<file path="src/rtl/branch_resolver_pkg.sv">
// Shared definitions for the ID-stage branch resolver: branch opcodes,
// FSM state encoding and the operand-readiness rule.
package branch_resolver_pkg;

    localparam logic [2:0] BR_OP_BEQ  = 3'd0;
    localparam logic [2:0] BR_OP_BNE  = 3'd1;
    localparam logic [2:0] BR_OP_BLEZ = 3'd2;
    localparam logic [2:0] BR_OP_BGTZ = 3'd3;
    localparam logic [2:0] BR_OP_BLTZ = 3'd4;
    localparam logic [2:0] BR_OP_BGEZ = 3'd5;

    typedef enum logic [1:0] {
        ST_IDLE,
        ST_WAIT,
        ST_REDIRECT
    } br_state_e;

    // Only BEQ/BNE consume rt; the rest compare rs against zero.
    function automatic logic ops_ready(input logic [2:0] op,
                                       input logic       rs_rdy,
                                       input logic       rt_rdy);
        return rs_rdy && (rt_rdy || (op > BR_OP_BNE));
    endfunction

endpackage

</file>
<file path="src/rtl/branch_resolver_cond.sv">
// Combinational branch condition evaluation. Signed two's-complement
// tests against zero for the REGIMM/BLEZ/BGTZ family; reserved ops are
// never taken.
module branch_cond
    import branch_resolver_pkg::*;
#(
    parameter int unsigned DATA_W = 32
) (
    input  logic [2:0]        br_op,
    input  logic [DATA_W-1:0] rs_val,
    input  logic [DATA_W-1:0] rt_val,
    output logic              taken
);

    logic ge;
    logic zero;

    assign ge   = !rs_val[DATA_W-1];
    assign zero = (rs_val == '0);

    // Select the condition for the current opcode.
    always_comb begin
        taken = 1'b0;
        case (br_op)
            BR_OP_BEQ:  taken = (rs_val == rt_val);
            BR_OP_BNE:  taken = (rs_val != rt_val);
            BR_OP_BLEZ: taken = !ge || zero;
            BR_OP_BGTZ: taken = ge && !zero;
            BR_OP_BLTZ: taken = !ge;
            BR_OP_BGEZ: taken = ge;
            default:    taken = 1'b0;
        endcase
    end

endmodule

</file>
<file path="src/rtl/branch_resolver.sv">
// ID-stage branch resolver: waits for forwarded operands (bounded by a
// watchdog), evaluates the branch and issues a registered one-cycle PC
// redirect. Optional statistics counters are built when BR_STATS_EN is
// defined; otherwise br_total/br_taken are tied to zero.
module branch_resolver
    import branch_resolver_pkg::*;
#(
    parameter int unsigned DATA_W   = 32,
    parameter int unsigned ADDR_W   = 32,
    parameter int unsigned WAIT_MAX = 15
) (
    input  logic              clk,
    input  logic              rst_n,
    input  logic              flush,
    input  logic              br_valid,
    input  logic [2:0]        br_op,
    input  logic [DATA_W-1:0] rs_val,
    input  logic [DATA_W-1:0] rt_val,
    input  logic              rs_ready,
    input  logic              rt_ready,
    input  logic [ADDR_W-1:0] pc_id,
    input  logic [15:0]       imm16,
    output logic              stall,
    output logic              redirect_vld,
    output logic [ADDR_W-1:0] redirect_pc,
    output logic              hazard_err,
    output logic [31:0]       br_total,
    output logic [31:0]       br_taken
);

    localparam int unsigned CNT_W = $clog2(WAIT_MAX + 1);

    br_state_e         state_q, state_d;
    logic [CNT_W-1:0]  wait_cnt_q, wait_cnt_d;
    logic              hazard_q, hazard_d;
    logic [ADDR_W-1:0] target_q, target_d;

    logic              ready;
    logic              taken;
    logic              resolve;
    logic              stall_c;
    logic [ADDR_W-1:0] target;

    assign ready  = ops_ready(br_op, rs_ready, rt_ready);
    assign target = pc_id + ADDR_W'(32'd4) + ADDR_W'($signed({imm16, 2'b00}));

    branch_cond #(.DATA_W(DATA_W)) u_cond (
        .br_op  (br_op),
        .rs_val (rs_val),
        .rt_val (rt_val),
        .taken  (taken)
    );

    // Next-state, watchdog and resolve decode; flush overrides everything.
    always_comb begin
        state_d    = state_q;
        wait_cnt_d = wait_cnt_q;
        hazard_d   = hazard_q;
        target_d   = target_q;
        stall_c    = 1'b0;
        resolve    = 1'b0;
        case (state_q)
            ST_IDLE: begin
                if (!flush && br_valid) begin
                    if (ready) begin
                        resolve = 1'b1;
                    end else begin
                        stall_c    = 1'b1;
                        state_d    = ST_WAIT;
                        wait_cnt_d = '0;
                    end
                end
            end
            ST_WAIT: begin
                wait_cnt_d = '0;
                if (flush) begin
                    state_d = ST_IDLE;
                end else if (ready) begin
                    resolve = 1'b1;
                end else begin
                    stall_c = 1'b1;
                    // wait_cnt counts completed WAIT cycles; this one brings it to WAIT_MAX.
                    if (wait_cnt_q == CNT_W'(WAIT_MAX - 1)) begin
                        hazard_d = 1'b1;
                        state_d  = ST_IDLE;
                    end else begin
                        wait_cnt_d = wait_cnt_q + CNT_W'(1);
                    end
                end
            end
            ST_REDIRECT: begin
                state_d = ST_IDLE;
            end
            default: begin
                state_d = ST_IDLE;
            end
        endcase
        if (resolve) begin
            state_d = taken ? ST_REDIRECT : ST_IDLE;
            if (taken) begin
                target_d = target;
            end
        end
    end

    // State, watchdog counter, sticky error and latched target.
    always_ff @(posedge clk or negedge rst_n) begin
        if (!rst_n) begin
            state_q    <= ST_IDLE;
            wait_cnt_q <= '0;
            hazard_q   <= 1'b0;
            target_q   <= '0;
        end else begin
            state_q    <= state_d;
            wait_cnt_q <= wait_cnt_d;
            hazard_q   <= hazard_d;
            target_q   <= target_d;
        end
    end

    assign stall        = stall_c && rst_n;
    assign redirect_vld = (state_q == ST_REDIRECT);
    assign redirect_pc  = target_q;
    assign hazard_err   = hazard_q;

`ifdef BR_STATS_EN
    logic [31:0] br_total_q;
    logic [31:0] br_taken_q;

    // Count resolved and taken branches; wraps at 2^32.
    always_ff @(posedge clk or negedge rst_n) begin
        if (!rst_n) begin
            br_total_q <= '0;
            br_taken_q <= '0;
        end else begin
            if (resolve) begin
                br_total_q <= br_total_q + 32'd1;
            end
            if (resolve && taken) begin
                br_taken_q <= br_taken_q + 32'd1;
            end
        end
    end

    assign br_total = br_total_q;
    assign br_taken = br_taken_q;
`else
    assign br_total = '0;
    assign br_taken = '0;
`endif

endmodule

</file>
<file path="config.mk">
export PLATFORM = sky130hd
export DESIGN_NAME = branch_resolver
export DESIGN_NICKNAME = d
export VERILOG_FILES = /design/src/rtl/branch_resolver_pkg.sv /design/src/rtl/branch_resolver_cond.sv /design/src/rtl/branch_resolver.sv
export SDC_FILE = /design/constraint.sdc
export NUM_CORES = 1
export LEC_CHECK = 0
export CORE_MARGIN = 10
export CORE_UTILIZATION = 42
export CTS_BUF_LIST = sky130_fd_sc_hd__clkbuf_8
export DETAILED_ROUTE_END_ITERATION = 12
export GPL_TIMING_DRIVEN = 0
export PLACE_DENSITY = 0.83
export SYNTH_ARGS = -nofsm -noshare
export SYNTH_HDL_FRONTEND = slang
export SYNTH_SLANG_ARGS = --single-unit
</file>
<file path="constraint.sdc">
create_clock -name clk -period 2.57 [get_ports clk]
set_clock_uncertainty 0.1 [all_clocks]
set_input_delay 0.3855 -clock clk [delete_from_list [all_inputs] [get_ports clk]]
set_output_delay 0.3855 -clock clk [all_outputs]
set_load 0.01 [all_outputs]
</file>
======== Word level (Yosys, flattened, before mapping) ========
Cells that the tools add are included.
word-level totals
  input port bits ......................... 121
  flip-flop bits (word level) ............. 39
  output and inout port bits .............. 99
  word-level logic and storage cells ...... 66
operators by class
  reduce and logical (&&, ||, !) cells .... 17
  multiplexer cells ....................... 23
  eq/ne operators ......................... 16
  order comparisons ....................... 1
  bitwise logic cells ..................... 2
  add/subtract/negate cells ............... 3
operator list
  operator                                                                         count
  32-bit by 3-bit adder with 32-bit output, second input constant                  1
  32-bit adder                                                                     1
  32-bit equality test                                                             1
  32-bit zero test                                                                 1
  32-bit != test                                                                   1
  4-bit 2-to-1 mux                                                                 5
  2-bit 2-to-1 mux                                                                 7
  4-bit != test, second input constant                                             2
  4-bit case mux with 2 select lines                                               1
  4-bit AND reduction                                                              2
  3-bit by 2-bit equality test with 1-bit output, second input constant            2
  3-bit equality test, second input constant                                       2
  1-bit 2-to-1 mux                                                                 6
  3-bit != test, second input constant                                             2
  1-bit case mux with 6 select lines                                               1
  4-bit by 1-bit adder with 4-bit output, second input constant                    1
  4-bit equality test, second input constant                                       1
  1-bit logical AND                                                                4
  2-bit != test, second input constant                                             2
  1-bit case mux with 2 select lines                                               2
  2-bit case mux with 2 select lines                                               1
  3-bit by 1-bit equality test with 1-bit output, second input constant            1
  3-bit by 1-bit greater-than comparator with 1-bit output, second input constant  1
  1-bit zero test                                                                  3
  9 further kinds                                                                  11

======== Longest topological paths before layout ========
  word-level depth ........................ 8
  gate-level depth with buffers ........... 13
  depth with buffers taken out ............ 13

======== Modules after synthesis ========
From an unflattened synthesis, not the netlist that was laid out.
unflattened totals
  cells, all modules ...................... 542
  area total of the unflattened synthesis .. 4,506.8 µm²
by module, submodules not included
  module           times used  cells an instance  area each (µm²)  seq. area each (µm²)
  branch_resolver  1           475                3,976.3          975.9
  branch_cond      1           67                 530.5            0.0

======== Worst setup path before layout ========
Ideal clock, no wire load.
  path kind ............................... input-to-reg
  start point ............................. input pc_id[3]
  end point ............................... register target_q[29] (netlist: redirect_pc[29])
  library setup time ...................... 125 ps
  path buffers ............................ 0
  path slack .............................. -439 ps
  stages on the path ...................... 11
  required time ........................... 2,345 ps
  arrival time ............................ 2,783 ps
  cells stage by stage .................... ha_1 > ha_1 > fa_1 > a21o_1 > a221o_1 > a21oi_2 > a21o_4 > a31oi_4 > a221oi_4 > xnor2_1 > mux2_4
on the way
  longest elaborated chain between the ends .. 2
RTL lines
  what                                      RTL line                RTL
  start, declared                           branch_resolver.sv:21   input logic [ADDR_W-1:0] pc_id,
  32-bit by 3-bit adder with 32-bit output  branch_resolver.sv:45   assign target = pc_id + ADDR_W'(32'd4) + ADDR_W'($signed({imm16, 2'b00}));
  32-bit adder                              branch_resolver.sv:45
  end signal, assigned                      branch_resolver.sv:117  target_q <= target_d;
  end, declared                             branch_resolver.sv:36   logic [ADDR_W-1:0] target_q, target_d;
Every way passes these cells.
A chain may end at the register's enable or synchronous reset.

======== Worst setup path in the final report ========
  start point ............................. input imm16[1]
  end point ............................... register target_q[13] (netlist: redirect_pc[13])
on the way
  longest elaborated chain between the ends .. 1
RTL lines
  what             RTL line               RTL
  start, declared  branch_resolver.sv:22  input logic [15:0] imm16,
  32-bit adder     branch_resolver.sv:45
Every way passes these cells.

==> results.py <==
metrics = {
    "global_routing": {
        "grt_pass1_wl_um": 26200,
        "grt_overflow_total": 0,
        "track_usage_pct": 21.9,
        "grt_max_degree": 37,
        "antenna_found_initial": 3,
        "grt_pass1_vias": 4701,
    },
    "worst_hold_path": {
        "hold_class": "primary input to asynchronous set/reset pin",
    },
    "logic_synthesis": {
        "avgSynthCellArea_um2": 9.44,
        "syn_inst": 471,
        "synthFlopType": "dfrtp_1",
        "synth-seq-area-share_pct": 21.9,
        "ys_types": 59,
        "synth_edf_count": 0,
        "synth_seq_cells": 39,
        "syn_area_um2": 4450,
        "yosysWarnings": 0,
        "async_reset_ff_share_pct": 100,
    },
    "power": {
        "p_per_area_nw_per_um2": 506,
        "p_seq_share_pct": 25.3,
        "total_leakage_power_nw": 3.73,
        "ir_worst_vdd_v": 0.000386,
        "comb_power_share_pct": 60.5,
        "swShare_pct": 36.4,
        "p_clk_share_pct": 14.2,
        "switching_power_mw": 1.44,
        "p_int_mw": 2.52,
    },
    "finish": {
        "fillers": 656,
        "final_cell_mix": "buf_4 (103), conb_1 (64), clkdlybuf4s50_1 (50), xnor2_1 (42), ha_4 (41)",
        "final_common_cell": "buf_4",
        "fin_nets": 915,
        "drive_gt1_share_pct": 40.8,
        "finalNonFillerCells": 872,
        "area_growth_pct": 75.8,
    },
    "clock_network": {
        "cts_htree_levels": 2,
        "cts_tree": "built",
        "clk_pin_slew_worst_paths_ns": 0.09,
        "clk_path_buf_depth": 2,
        "cts_made_buffers": 5,
        "insertion_delay_ns": 0.30,
        "cts-root-buf": "clkbuf_8",
        "clock-sinks": 39,
    },
    "setup_path": {
        "cp_cell_sequence": "buf_6 > ha_4 > ha_4 > fa_2 > a21o_1 > a221o_1 > buf_4 > a21o_2 > a21oi_4 > o21bai_1 > a21oi_2 > xnor2_1 > mux2_2",
        "cpPeakStageDelay_ns": 0.39,
        "cp_common_cell": "ha_4",
        "end_kind": "flop",
        "start_kind": "primary input",
        "worstPathArrival_ns": 2.96,
        "worstSetupPathType": "primary input to flop",
        "crit_required_ns": 2.66,
        "critPathMaxFanout": 2,
        "critPathSlowestCell": "a221o_1",
    },
    "detailed_routing": {
        "met2_length_um": 9850,
        "viasPerCell": 5.23,
        "maxUsedRoutingLayer": "met5",
        "detail_route.wirelength_um": 18800,
        "vias": 4561,
        "ant_nets": 0,
        "wl_met1_um": 7080,
        "wl_met3_um": 1580,
        "dr.pass1.iters": 4,
        "drt_first_iter_violations": 247,
        "drc": 0,
        "wire_per_inst_um": 21.6,
    },
    "sta": {
        "finalSetupViolCount": 19,
        "slew_viol_final": 0,
        "rsz0062_at_grt": "yes",
        "setup_ws_ns": -0.297,
        "min_period_ns": 2.87,
        "finalHoldViolCount": 0,
        "fmax_mhz": 349,
        "finalCritPeriodShare_pct": 112,
    },
    "run": {
        "max_cap_violations": 0,
    },
    "floorplan": {
        "io_pins": 220,
        "core.rowCount": 37,
        "dieHeight_um": 123,
        "initial_core_util_pct": 43.1,
        "fp.coreArea_um2": 10300,
        "dieArea_um2": 15100,
        "die_x_um": 123,
    },
    "placed_design": {
        "place_inst": 826,
        "place_hpwl_um": 13000,
        "place_ws_ns": -1.26,
        "port-buffer-count": 155,
        "place_congestion": 0.898,
    },
    "outcome": {
        "status": "complete, but fails checks",
        "violations": "setup timing",
    },
}
## layer usage
metal / vias to the layer above / GRT usage (%)
li1: 2117 / -
met1: 2184 / 24.4
met2: 230 / 41.0
met3: 28 / 5.61
met4: 2 / 4.34
met5: - / 0
## cell usage after synthesis (all sizes together), types with 2 or more instances
master / count / area [um^2]
dfrtp: 39 / 976
a221oi: 2 / 41.3
ha: 59 / 738
o211ai: 2 / 15.0
a211o: 2 / 17.5
o21ai: 15 / 75.1
a21oi: 34 / 189
o31ai: 6 / 55.1
nor3: 4 / 20.0
nor4: 10 / 62.6
nand3b: 2 / 15.0
and3: 6 / 37.5
and4: 2 / 17.5
nand2: 15 / 56.3
nand4: 13 / 81.3
a221o: 2 / 20.0
inv: 13 / 48.8
o2111ai: 2 / 17.5
nand3: 4 / 20.0
clkbuf: 7 / 26.3
a21o: 19 / 151
xor2: 9 / 78.8
buf: 68 / 519
xnor2: 49 / 429
nor2b: 5 / 31.3
a31o: 2 / 17.5
mux2: 26 / 327
a211oi: 2 / 15.0
o21a: 3 / 22.5
nor2: 17 / 63.8
nand2b: 5 / 31.3
o21bai: 2 / 15.0
o22ai: 2 / 12.5
mux2i: 2 / 20.0
and2: 3 / 18.8
a31oi: 6 / 52.6
## worst max-delay path: cells and delay by family
kind                     cells  cell delay, ns
buffers and inverters        2            0.27
adder cells (fa/ha/maj)      3            0.73
multiplexers                 1            0.26
XOR/XNOR                     1            0.08
AO/OA/AOI/OAI                6            1.23
## state kept, by name, summed over array words and instances, names as in the netlist
signal       flops
state_q          2
redirect_pc     32
hazard_err       1
wait_cnt_q       4
## metrics by stage
step / hold slack (ns) / total power, mW / instance area [um^2] / util [%] / TNS (ns)
floorplan: -0.0101 / 2.00 / 4740 / - / -1.42
global placement: 0.363 / 2.90 / 6460 / 62.6 / -27.48
detailed placement: 0.119 / 2.94 / 6480 / 62.8 / -24.05
CTS: 0.330 / 3.72 / 7330 / 71.0 / -1.42
global route: 0.361 / 4.16 / 7820 / 75.7 / -2.77
finish: 0.342 / 3.96 / 7820 / 75.7 / -2.14
## cells by family (layout without fill, tap and decap cells)
group           count (synthesis)  after routing  synth area share [%]
mux                            28             28                  7.79
compound gates                107            107                  17.4
buf+inv                        88            289                  13.4
xor+xnor                       58             58                  11.4
fa+ha+maj                      60             60                  17.1
other cells                     1             65                0.0843
flops                          39             39                  21.9
simple gates                   90             90                  10.9
## final cells by class
cell class | count | area (um^2) | area share (%)
Tap cell | 136 | 170 | 2.18
Buffer | 68 | 543 | 6.95
Multi-Input combinational cell | 407 | 4080 | 52.2
Sequential cell | 39 | 976 | 12.5
Clock inverter | 2 | 35.0 | 0.448
Antenna cell | 1 | 2.50 | 0.0320
Inverter | 13 | 48.8 | 0.624
Clock buffer | 6 | 82.6 | 1.06
Timing Repair Buffer | 200 | 1880 | 24.0
## path summary, 6_finish.rpt
check                           start               to  slack (ns)  depth (start not counted)
setup / recovery             imm16[1]  redirect_pc[13]       -0.30                         13
hold / removal                  rst_n   redirect_pc[7]        0.34                          2
setup reg to reg           state_q[1]  redirect_pc[10]        0.48                          8
hold reg to reg            hazard_err       hazard_err        0.39                          1
max in group asynchronous       rst_n  redirect_pc[16]        1.59                          3
min in group clk             pc_id[2]   redirect_pc[2]        0.36                          4
## power by group through the flow
stage	clock [mW]	sequential (mW)	combinational [mW]
after floorplan	0	1.09	0.913
after global placement	0	0.990	1.91
after detailed placement	0	0.998	1.94
after CTS	0.566	0.992	2.16
after global routing	0.590	1.03	2.54
final	0.561	1.00	2.40
## what timing repair did
item,CTS,global route
endpoints found under the setup margin,33,33
pin swaps,79,86
gates resized for setup,177,150
hold buffers,1,0
hold endpoints to repair,4,0
gates cloned,1,1
buffers inserted,25,17
Power figures use the tool's default switching activity.
